$ cat config.mk
export PLATFORM = sky130hd
export DESIGN_NAME = cache_nway
export DESIGN_NICKNAME = d
export VERILOG_FILES = /design/src/rtl/cache_pkg.sv /design/src/rtl/cache_lru.sv /design/src/rtl/cache_nway.sv
export SDC_FILE = /design/constraint.sdc
export NUM_CORES = 2
export LEC_CHECK = 0
export CAP_MARGIN = 40
export CORE_MARGIN = 2
export CORE_UTILIZATION = 56
export DETAILED_ROUTE_END_ITERATION = 6
export HOLD_SLACK_MARGIN = 0.12
export PLACE_DENSITY_LB_ADDON = 0.25
export SYNTH_ARGS = -nofsm -noshare
export SYNTH_HDL_FRONTEND = slang
export SYNTH_HIERARCHICAL = 1
export SYNTH_SLANG_ARGS = --single-unit
$ cat constraint.sdc
create_clock -name clk -period 7.33 [get_ports clk]
set_input_delay 1.466 -clock clk [delete_from_list [all_inputs] [get_ports clk]]
set_output_delay 1.466 -clock clk [all_outputs]
set_load 0.005 [all_outputs]
$ cat src/rtl/cache_pkg.sv
// Shared types and geometry helpers for the N-way set-associative word cache.
package cache_pkg;

  typedef enum logic [2:0] {
    IDLE   = 3'd0,
    LOOKUP = 3'd1,
    MEM_RD = 3'd2,
    MEM_WR = 3'd3,
    RESP   = 3'd4
  } state_e;

  function automatic int calc_idx_w(input int sets);
    return $clog2(sets);
  endfunction

  function automatic int calc_tag_w(input int addr_w, input int sets);
    return addr_w - $clog2(sets);
  endfunction

  function automatic int calc_way_w(input int ways);
    return $clog2(ways);
  endfunction

endpackage

$ cat src/rtl/cache_lru.sv
// True-LRU age tracking per set: ages form a permutation of 0..WAYS-1, oldest = WAYS-1.
module cache_lru
  import cache_pkg::*;
#(
  parameter int WAYS = 4,
  parameter int SETS = 16,
  localparam int IDX_W = calc_idx_w(SETS),
  localparam int WAY_W = calc_way_w(WAYS)
) (
  input  logic             clk,
  input  logic             rst,
  input  logic [IDX_W-1:0] idx_i,
  input  logic [WAYS-1:0]  valid_i,
  output logic [WAY_W-1:0] victim_o,
  input  logic             touch_i,
  input  logic [WAY_W-1:0] touch_way_i
);

  localparam logic [WAY_W-1:0] AGE_ONE = WAY_W'(1);
  localparam logic [WAY_W-1:0] OLDEST  = WAY_W'(WAYS - 1);

  logic [WAY_W-1:0] age_q [SETS][WAYS];
  logic [WAY_W-1:0] inv_way_s;
  logic [WAY_W-1:0] old_way_s;
  logic [WAY_W-1:0] touch_age_s;

  assign touch_age_s = age_q[idx_i][touch_way_i];

  // Victim: lowest-index invalid way, else the way holding the oldest age
  always_comb begin
    inv_way_s = '0;
    old_way_s = '0;
    for (int w = WAYS - 1; w >= 0; w--) begin
      inv_way_s = valid_i[w] ? inv_way_s : WAY_W'(w);
      old_way_s = (age_q[idx_i][w] == OLDEST) ? WAY_W'(w) : old_way_s;
    end
    victim_o = (&valid_i) ? old_way_s : inv_way_s;
  end

  // Age update: younger-than-touched ways age by one, touched way becomes newest
  always_ff @(posedge clk) begin
    if (rst) begin
      for (int s = 0; s < SETS; s++) begin
        for (int w = 0; w < WAYS; w++) begin
          age_q[s][w] <= WAY_W'(w);
        end
      end
    end else if (touch_i) begin
      for (int w = 0; w < WAYS; w++) begin
        if (WAY_W'(w) == touch_way_i) begin
          age_q[idx_i][w] <= '0;
        end else if (age_q[idx_i][w] < touch_age_s) begin
          age_q[idx_i][w] <= age_q[idx_i][w] + AGE_ONE;
        end else begin
          age_q[idx_i][w] <= age_q[idx_i][w];
        end
      end
    end
  end

endmodule

$ cat src/rtl/cache_nway.sv
// N-way set-associative write-through / write-allocate word cache with true-LRU
// replacement, valid/ready request side, held memory handshake and saturating stats.
module cache_nway
  import cache_pkg::*;
#(
  parameter int ADDR_W = 32,
  parameter int DATA_W = 32,
  parameter int WAYS   = 4,
  parameter int SETS   = 16,
  parameter int CNT_W  = 32
) (
  input  logic              clk,
  input  logic              rst,
  input  logic              req_valid,
  output logic              req_ready,
  input  logic              req_wr,
  input  logic [ADDR_W-1:0] req_addr,
  input  logic [DATA_W-1:0] req_wdata,
  output logic              resp_valid,
  output logic [DATA_W-1:0] resp_rdata,
  output logic              resp_hit,
  output logic              mem_req,
  output logic              mem_wr,
  output logic [ADDR_W-1:0] mem_addr,
  output logic [DATA_W-1:0] mem_wdata,
  input  logic              mem_ack,
  input  logic [DATA_W-1:0] mem_rdata,
  output logic [CNT_W-1:0]  hit_count,
  output logic [CNT_W-1:0]  miss_count
);

  localparam int IDX_W = calc_idx_w(SETS);
  localparam int TAG_W = calc_tag_w(ADDR_W, SETS);
  localparam int WAY_W = calc_way_w(WAYS);
  localparam logic [CNT_W-1:0] CNT_ONE = CNT_W'(1);

  function automatic logic [CNT_W-1:0] sat_inc(input logic [CNT_W-1:0] v);
    return (&v) ? v : v + CNT_ONE;
  endfunction

  state_e            state_q;
  logic              wr_q;
  logic [ADDR_W-1:0] addr_q;
  logic [DATA_W-1:0] wdata_q;
  logic              req_ready_q, resp_valid_q, resp_hit_q, mem_req_q, mem_wr_q;
  logic [DATA_W-1:0] resp_rdata_q, mem_wdata_q;
  logic [ADDR_W-1:0] mem_addr_q;
  logic [CNT_W-1:0]  hit_cnt_q, miss_cnt_q;

  logic [WAYS-1:0]   valid_q [SETS];
  logic [TAG_W-1:0]  tag_q   [SETS][WAYS];
  logic [DATA_W-1:0] data_q  [SETS][WAYS];

  logic [IDX_W-1:0]  idx_s;
  logic [TAG_W-1:0]  tag_s;
  logic [WAYS-1:0]   match_s;
  logic              hit_s;
  logic [WAY_W-1:0]  hit_way_s;
  logic [DATA_W-1:0] hit_data_s;
  logic [WAY_W-1:0]  victim_s;
  logic              fill_s;
  logic [WAY_W-1:0]  fill_way_s;
  logic [DATA_W-1:0] fill_data_s;
  logic              touch_s;
  logic [WAY_W-1:0]  touch_way_s;

  assign idx_s = addr_q[IDX_W-1:0];
  assign tag_s = addr_q[ADDR_W-1:IDX_W];

  // Parallel tag compare across the ways of the addressed set
  always_comb begin
    hit_way_s  = '0;
    hit_data_s = '0;
    for (int w = 0; w < WAYS; w++) begin
      match_s[w] = valid_q[idx_s][w] && (tag_q[idx_s][w] == tag_s);
      hit_way_s  = match_s[w] ? WAY_W'(w) : hit_way_s;
      hit_data_s = match_s[w] ? data_q[idx_s][w] : hit_data_s;
    end
    hit_s = |match_s;
  end

  // Array write and LRU touch control: write hit/miss in LOOKUP, read fill on ack
  always_comb begin
    fill_s      = 1'b0;
    fill_way_s  = victim_s;
    fill_data_s = wdata_q;
    touch_s     = 1'b0;
    touch_way_s = victim_s;
    case (state_q)
      LOOKUP: begin
        if (hit_s) begin
          touch_s     = 1'b1;
          touch_way_s = hit_way_s;
          fill_s      = wr_q;
          fill_way_s  = hit_way_s;
        end else begin
          touch_s = wr_q;
          fill_s  = wr_q;
        end
      end
      MEM_RD: begin
        if (mem_ack) begin
          fill_s      = 1'b1;
          fill_data_s = mem_rdata;
          touch_s     = 1'b1;
        end else begin
          fill_s  = 1'b0;
          touch_s = 1'b0;
        end
      end
      default: begin
        fill_s  = 1'b0;
        touch_s = 1'b0;
      end
    endcase
  end

  cache_lru #(
    .WAYS(WAYS),
    .SETS(SETS)
  ) u_lru (
    .clk        (clk),
    .rst        (rst),
    .idx_i      (idx_s),
    .valid_i    (valid_q[idx_s]),
    .victim_o   (victim_s),
    .touch_i    (touch_s),
    .touch_way_i(touch_way_s)
  );

  // Valid bits are the only array state that must clear on reset
  always_ff @(posedge clk) begin
    if (rst) begin
      for (int s = 0; s < SETS; s++) begin
        valid_q[s] <= '0;
      end
    end else if (fill_s) begin
      valid_q[idx_s][fill_way_s] <= 1'b1;
    end
  end

  // Tag and data storage
  always_ff @(posedge clk) begin
    if (fill_s) begin
      tag_q[idx_s][fill_way_s]  <= tag_s;
      data_q[idx_s][fill_way_s] <= fill_data_s;
    end
  end

  // Request/memory FSM with registered handshake, response and counter outputs
  always_ff @(posedge clk) begin
    if (rst) begin
      state_q      <= IDLE;
      wr_q         <= 1'b0;
      addr_q       <= '0;
      wdata_q      <= '0;
      req_ready_q  <= 1'b1;
      resp_valid_q <= 1'b0;
      resp_hit_q   <= 1'b0;
      resp_rdata_q <= '0;
      mem_req_q    <= 1'b0;
      mem_wr_q     <= 1'b0;
      mem_addr_q   <= '0;
      mem_wdata_q  <= '0;
      hit_cnt_q    <= '0;
      miss_cnt_q   <= '0;
    end else begin
      case (state_q)
        IDLE: begin
          resp_valid_q <= 1'b0;
          if (req_valid) begin
            wr_q        <= req_wr;
            addr_q      <= req_addr;
            wdata_q     <= req_wdata;
            req_ready_q <= 1'b0;
            state_q     <= LOOKUP;
          end
        end
        LOOKUP: begin
          resp_hit_q <= hit_s;
          if (hit_s) begin
            hit_cnt_q <= sat_inc(hit_cnt_q);
          end else begin
            miss_cnt_q <= sat_inc(miss_cnt_q);
          end
          if (!wr_q && hit_s) begin
            resp_rdata_q <= hit_data_s;
            resp_valid_q <= 1'b1;
            state_q      <= RESP;
          end else begin
            mem_req_q   <= 1'b1;
            mem_wr_q    <= wr_q;
            mem_addr_q  <= addr_q;
            mem_wdata_q <= wdata_q;
            state_q     <= wr_q ? MEM_WR : MEM_RD;
          end
        end
        MEM_RD: begin
          if (mem_ack) begin
            mem_req_q    <= 1'b0;
            resp_rdata_q <= mem_rdata;
            resp_hit_q   <= 1'b0;
            resp_valid_q <= 1'b1;
            state_q      <= RESP;
          end
        end
        MEM_WR: begin
          if (mem_ack) begin
            mem_req_q    <= 1'b0;
            resp_rdata_q <= wdata_q;
            resp_valid_q <= 1'b1;
            state_q      <= RESP;
          end
        end
        RESP: begin
          resp_valid_q <= 1'b0;
          req_ready_q  <= 1'b1;
          state_q      <= IDLE;
        end
        default: begin
          resp_valid_q <= 1'b0;
          req_ready_q  <= 1'b1;
          mem_req_q    <= 1'b0;
          state_q      <= IDLE;
        end
      endcase
    end
  end

  assign req_ready  = req_ready_q;
  assign resp_valid = resp_valid_q;
  assign resp_rdata = resp_rdata_q;
  assign resp_hit   = resp_hit_q;
  assign mem_req    = mem_req_q;
  assign mem_wr     = mem_wr_q;
  assign mem_addr   = mem_addr_q;
  assign mem_wdata  = mem_wdata_q;
  assign hit_count  = hit_cnt_q;
  assign miss_count = miss_cnt_q;

endmodule

## Word level (Yosys, flattened, before mapping)

Memory sizes are Yosys's and may differ from the RTL's. A register that Yosys moved wholly into a read port is not among the register bits.
Cells that the tools add are included.

| storage, ports and cells | value |
|---|---|
| bits in registers | 233 |
| bits in writable memories | 4032 |
| bits of input ports | 101 |
| output and inout bits | 165 |
| logic and storage cells | 235 |
| memories kept | 4 |

Memory list:

| name | depth | bits a word | read ports | clocked after Yosys merged registers in | wr ports | RTL line | RTL |
|---|---|---|---|---|---|---|---|
| data_q | 16 | 128 | 1 | 1 | 1 | cache_nway.sv:52 | `logic [DATA_W-1:0] data_q [SETS][WAYS];` |
| tag_q | 16 | 112 | 1 | 1 | 1 | cache_nway.sv:51 | `logic [TAG_W-1:0] tag_q [SETS][WAYS];` |
| u_lru.age_q | 16 | 8 | 1 | 1 | 16 | cache_lru.sv:22 | `logic [WAY_W-1:0] age_q [SETS][WAYS];` |
| valid_q | 16 | 4 | 1 | 1 | 16 | cache_nway.sv:50 | `logic [WAYS-1:0] valid_q [SETS];` |

| cells by class | value |
|---|---|
| add/subtract/negate cells | 6 |
| magnitude comparators | 8 |
| eq/ne operators | 21 |
| mux-type cells | 136 |
| bitwise gates (word level) | 15 |
| reduce and logical (&&, ||, !) cells | 31 |

Operator list:

| cell | count |
|---|---|
| 32-bit two-way mux | 10 |
| 128-bit two-way mux | 1 |
| 28-bit equality test | 4 |
| 112-bit two-way mux | 1 |
| 32-bit one-hot mux with 3 select lines | 1 |
| 1-bit two-way mux | 70 |
| 32-bit by 1-bit adder with 32-bit output, second input constant | 2 |
| 32-bit demux with 2-bit select | 1 |
| 32-bit AND reduction | 2 |
| 28-bit demux with 2-bit select | 1 |
| 4-bit two-way mux | 14 |
| 2-bit two-way mux | 23 |
| 28-bit two-way mux | 1 |
| 2-bit AND reduction | 6 |
| 2-bit inequality test, second input constant | 5 |
| 1-bit one-hot mux with 2 select lines | 5 |
| 3-bit two-way mux | 3 |
| 3-bit one-hot mux with 3 select lines | 1 |
| 3-bit AND reduction | 3 |
| 2-bit by 1-bit adder with 2-bit output, second input constant | 4 |
| 2-bit equality test, second input constant | 4 |
| 2-bit less-than comparator | 4 |
| 8-bit two-way mux | 1 |
| 1-bit OR | 8 |
| other kinds (26) | 42 |

## Depth between registers and ports, before layout

| logic depth | value |
|---|---|
| depth after elaboration | 22 |
| gate-level depth with buffers | 29 |

## By module

Netlist, hierarchy kept.

By module, submodules not included:

| module | instances | cells each | area an instance (sq um) | sequential area each (sq um) |
|---|---|---|---|---|
| cache_nway | 1 | 8184 | 163299.1 | 121336.4 |
| cache_lru | 1 | 643 | 7412.1 | 3843.7 |

## Worst setup path after synthesis

No wires, ideal clock.

| timing path | value |
|---|---|
| path type | reg-to-reg |
| start | register addr_q[25] |
| end | memory data_q[0][32] (netlist bit) (enable) |
| library setup time | 0.479 ns |
| arrival time | 6.382 ns |
| required time | 6.851 ns |
| path slack | 0.469 ns |
| cell stages (with the launch flop) | 17 |
| buffers on the path | 5 |
| path through | dfxtp_1 > buf_1 > nor3_1 > a2111oi_0 > a21oi_1 > or4_1 > nor4_1 > and3_1 > buf_2 > o21ai_0 > o21a_1 > buf_6 > inv_2 > buf_6 > nand4_4 > buf_6 > nor2_1 |

| between the ends | value |
|---|---|
| cells in the longest elaborated chain, start to end | 13 |
| elaborated cells on any way between the ends | 21 |
| classes of those cells | 2 x order compare; 4 x eq/ne; 8 x mux; 1 x bitwise; 6 x reduce/logical |

Ends and longest elaborated chain:

| item | RTL line | RTL |
|---|---|---|
| start: declaration | cache_nway.sv:43 | `logic [ADDR_W-1:0] addr_q;` |
| start signal: assignment | cache_nway.sv:173 | `addr_q <= req_addr;` |
| 28-bit equality test | cache_nway.sv:75 | `match_s[w] = valid_q[idx_s][w] && (tag_q[idx_s][w] == tag_s);` |
| 1-bit logical AND | cache_nway.sv:75 |  |
| 1-bit two-way mux | cache_nway.sv:76 | `hit_way_s = match_s[w] ? WAY_W'(w) : hit_way_s;` |
| 2-bit two-way mux (2 in series) | cache_nway.sv:76 |  |
| 2-bit two-way mux * | cache_nway.sv:91 | `if (hit_s) begin` |
| 2-bit two-way mux * | cache_nway.sv:89 | `case (state_q)` |
| 2-bit NOT with 3-bit output (not written as such) * | cache_nway.sv:146 | `data_q[idx_s][fill_way_s] <= fill_data_s;` |
| 3-bit greater-or-equal comparator (not written as such) or 3-bit by 1-bit less-than comparator with 1-bit output (tied branches) | cache_nway.sv:146 |  |
| 1-bit logical AND (not written as such) | cache_nway.sv:146 |  |
| 32-bit two-way mux (not written as such) | cache_nway.sv:146 |  |
| 32-bit demux with 2-bit select * | cache_nway.sv:146 |  |
| 128-bit two-way mux (not written as such) * | cache_nway.sv:146 |  |
| end: declaration | cache_nway.sv:52 |  |

Every way passes the cells marked *; elsewhere a longest branch is shown, timed or not.

==> flow_metrics.tcl <==
set metrics [dict create \
    ctsHoldBuffers 0 \
    cp-start-kind "flip-flop" \
    path_buf_inv 6 \
    n_fill_cell 19790 \
    setup-tns-final_ns 0 \
    power_mw 53.3 \
    fin_skew_ns 0.0708 \
    finalCritPeriodShare_pct 95.0 \
    synth-async-reset-ratio_pct 0 \
    p_leak_nw 61.2 \
    drcViolationCount 20 \
    vias 94143 \
    yosysTopAreaCell "edfxtp_1" \
    grt_pass1_wl_um 700000 \
    die-area_mm2 0.309 \
    rsz0062_at_grt "false" \
    cp_max_fo 30 \
    cts_root_buf "clkbuf_16" \
    path_cells "buf_4, mux4_2, mux2i_1, buf_4, nor3_1, nor4_1, nand4_1, or4_1, nor4_4, buf_4, nor2_1, o21ai_1, nand2_1, mux4_2, inv_1, ha_1, inv_1, a21o_1, o311ai_4, buf_12, mux2i_1" \
    syn_avg_cell_area_um2 19.3 \
    ir_drop_mv 0.263 \
    worstSkewPairLatency_ns 0.99 \
    cts_tree "built" \
    max_freq_mhz 144 \
    max-cap-violations 0 \
    hpwl_um 299000 \
    drive_gt1_share_pct 24.4 \
    drtIter0Drc 14164 \
    violations "design-rule violations" \
    crit_path_frequent_cell "buf_4" \
    period_needed_ns 6.96 \
    routabilityCongestion 0.940 \
    synth_fp_nets 8938 \
    vias_per_cell 6.82 \
    grt_max_degree 97 \
    num_rows 202 \
    cts.sinks 4269 \
    stdcell_area_mm2 0.196 \
    fp.dieW_um 556 \
    grt.total_usage_pct 32.1 \
    port_buffers 265 \
    area_delta_synth_final_pct 14.6 \
    antenna_found_initial 21 \
    cp.required_ns 7.99 \
    cpPeakStageDelay_ns 0.86 \
    cts_inserted_buffers 422 \
    io_pins 266 \
    cts_resized 0 \
    ys_ff_latch 4269 \
    ant_nets 0 \
    yosysSeqAreaShare_pct 73.3 \
    setup_ws_ns 0.369 \
    place_area_mm2 0.182 \
    worstMarginPinSlew_ns 1.03 \
    synth_top_area_share_pct 69.8 \
    cts.clk_slew.worst_paths_ns 0.06 \
    post-place-ws_ns 0.482 \
    htreeDepth 5 \
    arrival_ns 7.62 \
    slew_viol_final 0 \
    drt_first_pass_iters 7 \
    die_y_um 556 \
    slowest_stage "dfxtp_4" \
    start_util_pct 56.3 \
    synth_ff_type "edfxtp_1" \
    nets 9571 \
    crit_family "simple AND/OR/NAND/NOR gates" \
    ys_types 111 \
    cp-end-kind "flip-flop" \
    grt_overflow 0 \
    holdCritPathClass "reg -> reg" \
    reg2reg_setup_slack_ns 0.37 \
    powerDensity_mw_per_mm2 273 \
    relSlewSlack_pct 30.8 \
    synthTopCellsByArea "edfxtp_1 70%, mux4_2 13%, dfxtp_1 3.5%" \
    status "finished, violations left" \
    synthesis.area_mm2 0.171 \
    synth_edf_count 3968 \
    cts_buffer_depth 4 \
    cts_setup_buffers 0 \
    wl_per_cell_um 36.0 \
    synth_cells 8827 \
    final_core_util_pct 64.6 \
    finalSetupViolCount 0 \
    final_hold_viol_count 0 \
    synth_warnings 6 \
    first_global_vias 93153 \
    routed_wl_um 497000 \
    core_region_area_mm2 0.303 \
    path_class "reg -> reg" \
]
worst register-to-register path, delay by kind of cell, from the launching register on:
family	cells	cell delay, ns
multiplexers	4	1.53
buffers and inverters	6	1.65
flip-flops	1	0.86
AO/OA/AOI/OAI	3	0.43
adder cells (fa/ha/maj)	1	0.28
AND/OR/NAND/NOR	7	1.92
sequential cells by signal, indices dropped and copies added (netlist names), named ones only:
signal / flops
addr_q: 32
data_q: 2048
hit_count: 32
mem_addr: 32
mem_req: 1
mem_wdata: 32
mem_wr: 1
miss_count: 32
req_ready: 1
resp_hit: 1
resp_rdata: 32
resp_valid: 1
state_q: 3
tag_q: 1792
u_lru/age_q: 128
valid_q: 64
wdata_q: 32
wr_q: 1
cell usage after synthesis (54+ instances only):
| master | number |
|---|---|
| nor3_1 | 59 |
| buf_6 | 57 |
| nand2_1 | 499 |
| a21oi_1 | 161 |
| o22ai_1 | 54 |
| xnor2_1 | 81 |
| o21ai_0 | 83 |
| dfxtp_1 | 301 |
| mux4_2 | 1022 |
| o2bb2ai_1 | 58 |
| nand3_1 | 117 |
| a22oi_1 | 61 |
| mux2_2 | 78 |
| buf_2 | 129 |
| nor2_1 | 460 |
| clkbuf_1 | 248 |
| inv_1 | 72 |
| buf_4 | 56 |
| edfxtp_1 | 3968 |
| mux2i_1 | 484 |
layout make-up:
cell class | count | area, um2 | share of cell area (%)
timing repair buffer | 744 | 8210 | 4.20
inverter | 79 | 305 | 0.156
clock inverter | 251 | 2710 | 1.38
tap | 3978 | 4980 | 2.54
clock buffer | 533 | 11300 | 5.77
multi-input combinational | 3944 | 42900 | 21.9
antenna | 13 | 32.5 | 0.0166
sequential | 4269 | 125000 | 64.0
per-layer routing:
| layer | share of wire, % | wire length, um | track usage, % | vias to the layer above |
|---|---|---|---|---|
| li1 | - | - | - | 37300 |
| met1 | 37 | 182000 | 44.6 | 49312 |
| met2 | 47 | 233000 | 49.9 | 6444 |
| met3 | 12 | 57100 | 6.76 | 1083 |
| met4 | 4.9 | 24400 | 13.6 | 4 |
| met5 | 0.0052 | 26 | 0 | - |
placed cells by master (no fill, tap or decap), types with 22 or more instances in the layout:
master	instances
nor2_1	395
nor2_4	64
nor4_1	41
nor2b_1	45
o21ai_1	22
bufinv_16	47
nand2_1	485
o22ai_1	54
clkinv_1	77
a211oi_1	52
buf_12	131
buf_4	325
o21ai_0	83
mux2_2	78
a22oi_1	61
and2_1	26
nand3_1	117
a21oi_1	161
edfxtp_1	3968
clkbuf_16	429
xor2_1	32
nand2b_1	36
nor3_1	59
o211ai_1	40
dfxtp_1	266
clkinv_2	84
nand4_1	43
clkdlybuf4s50_1	264
mux2i_1	484
o31ai_1	25
dfxtp_2	31
o2bb2ai_1	58
inv_1	72
mux4_2	1022
or4_1	28
clkbuf_1	87
xnor2_1	81
final timing paths:
check / from / to / cells past startpoint
max: flip-flop / u_lru/age_q[4][5] / 21
min reg2reg: valid_q[2][3] / valid_q[2][3] / 1
max reg2reg: flip-flop / u_lru/age_q[4][5] / 21
min: valid_q[2][3] / valid_q[2][3] / 1
through the flow:
step / hold WS (ns) / cells
after floorplan: 0.427 / 8827
after global placement: 0.440 / 12981
after detailed placement: 0.441 / 13014
after CTS: 0.460 / 13798
after global routing: 0.474 / 13802
final: 0.457 / 13811
report_power, final:
part	leakage (nW)	switching, mW	internal [mW]
Sequential	38.3	0.207	26.9
Clock	6.82	9.31	12.6
Combinational	16.0	2.67	1.66
Total	61.2	12.2	41.2
kinds of logic after synthesis:
logic type | share of synthesized area [%]
xor gates and xnor gates | 0.580
adders and majority gates | 0.0733
DFF | 73.3
buffers and inverters | 1.88
and+or+nand+nor | 4.10
AOI/OAI and AO/OA | 3.09
muxes | 17.0
Power figures use the tool's default switching activity.
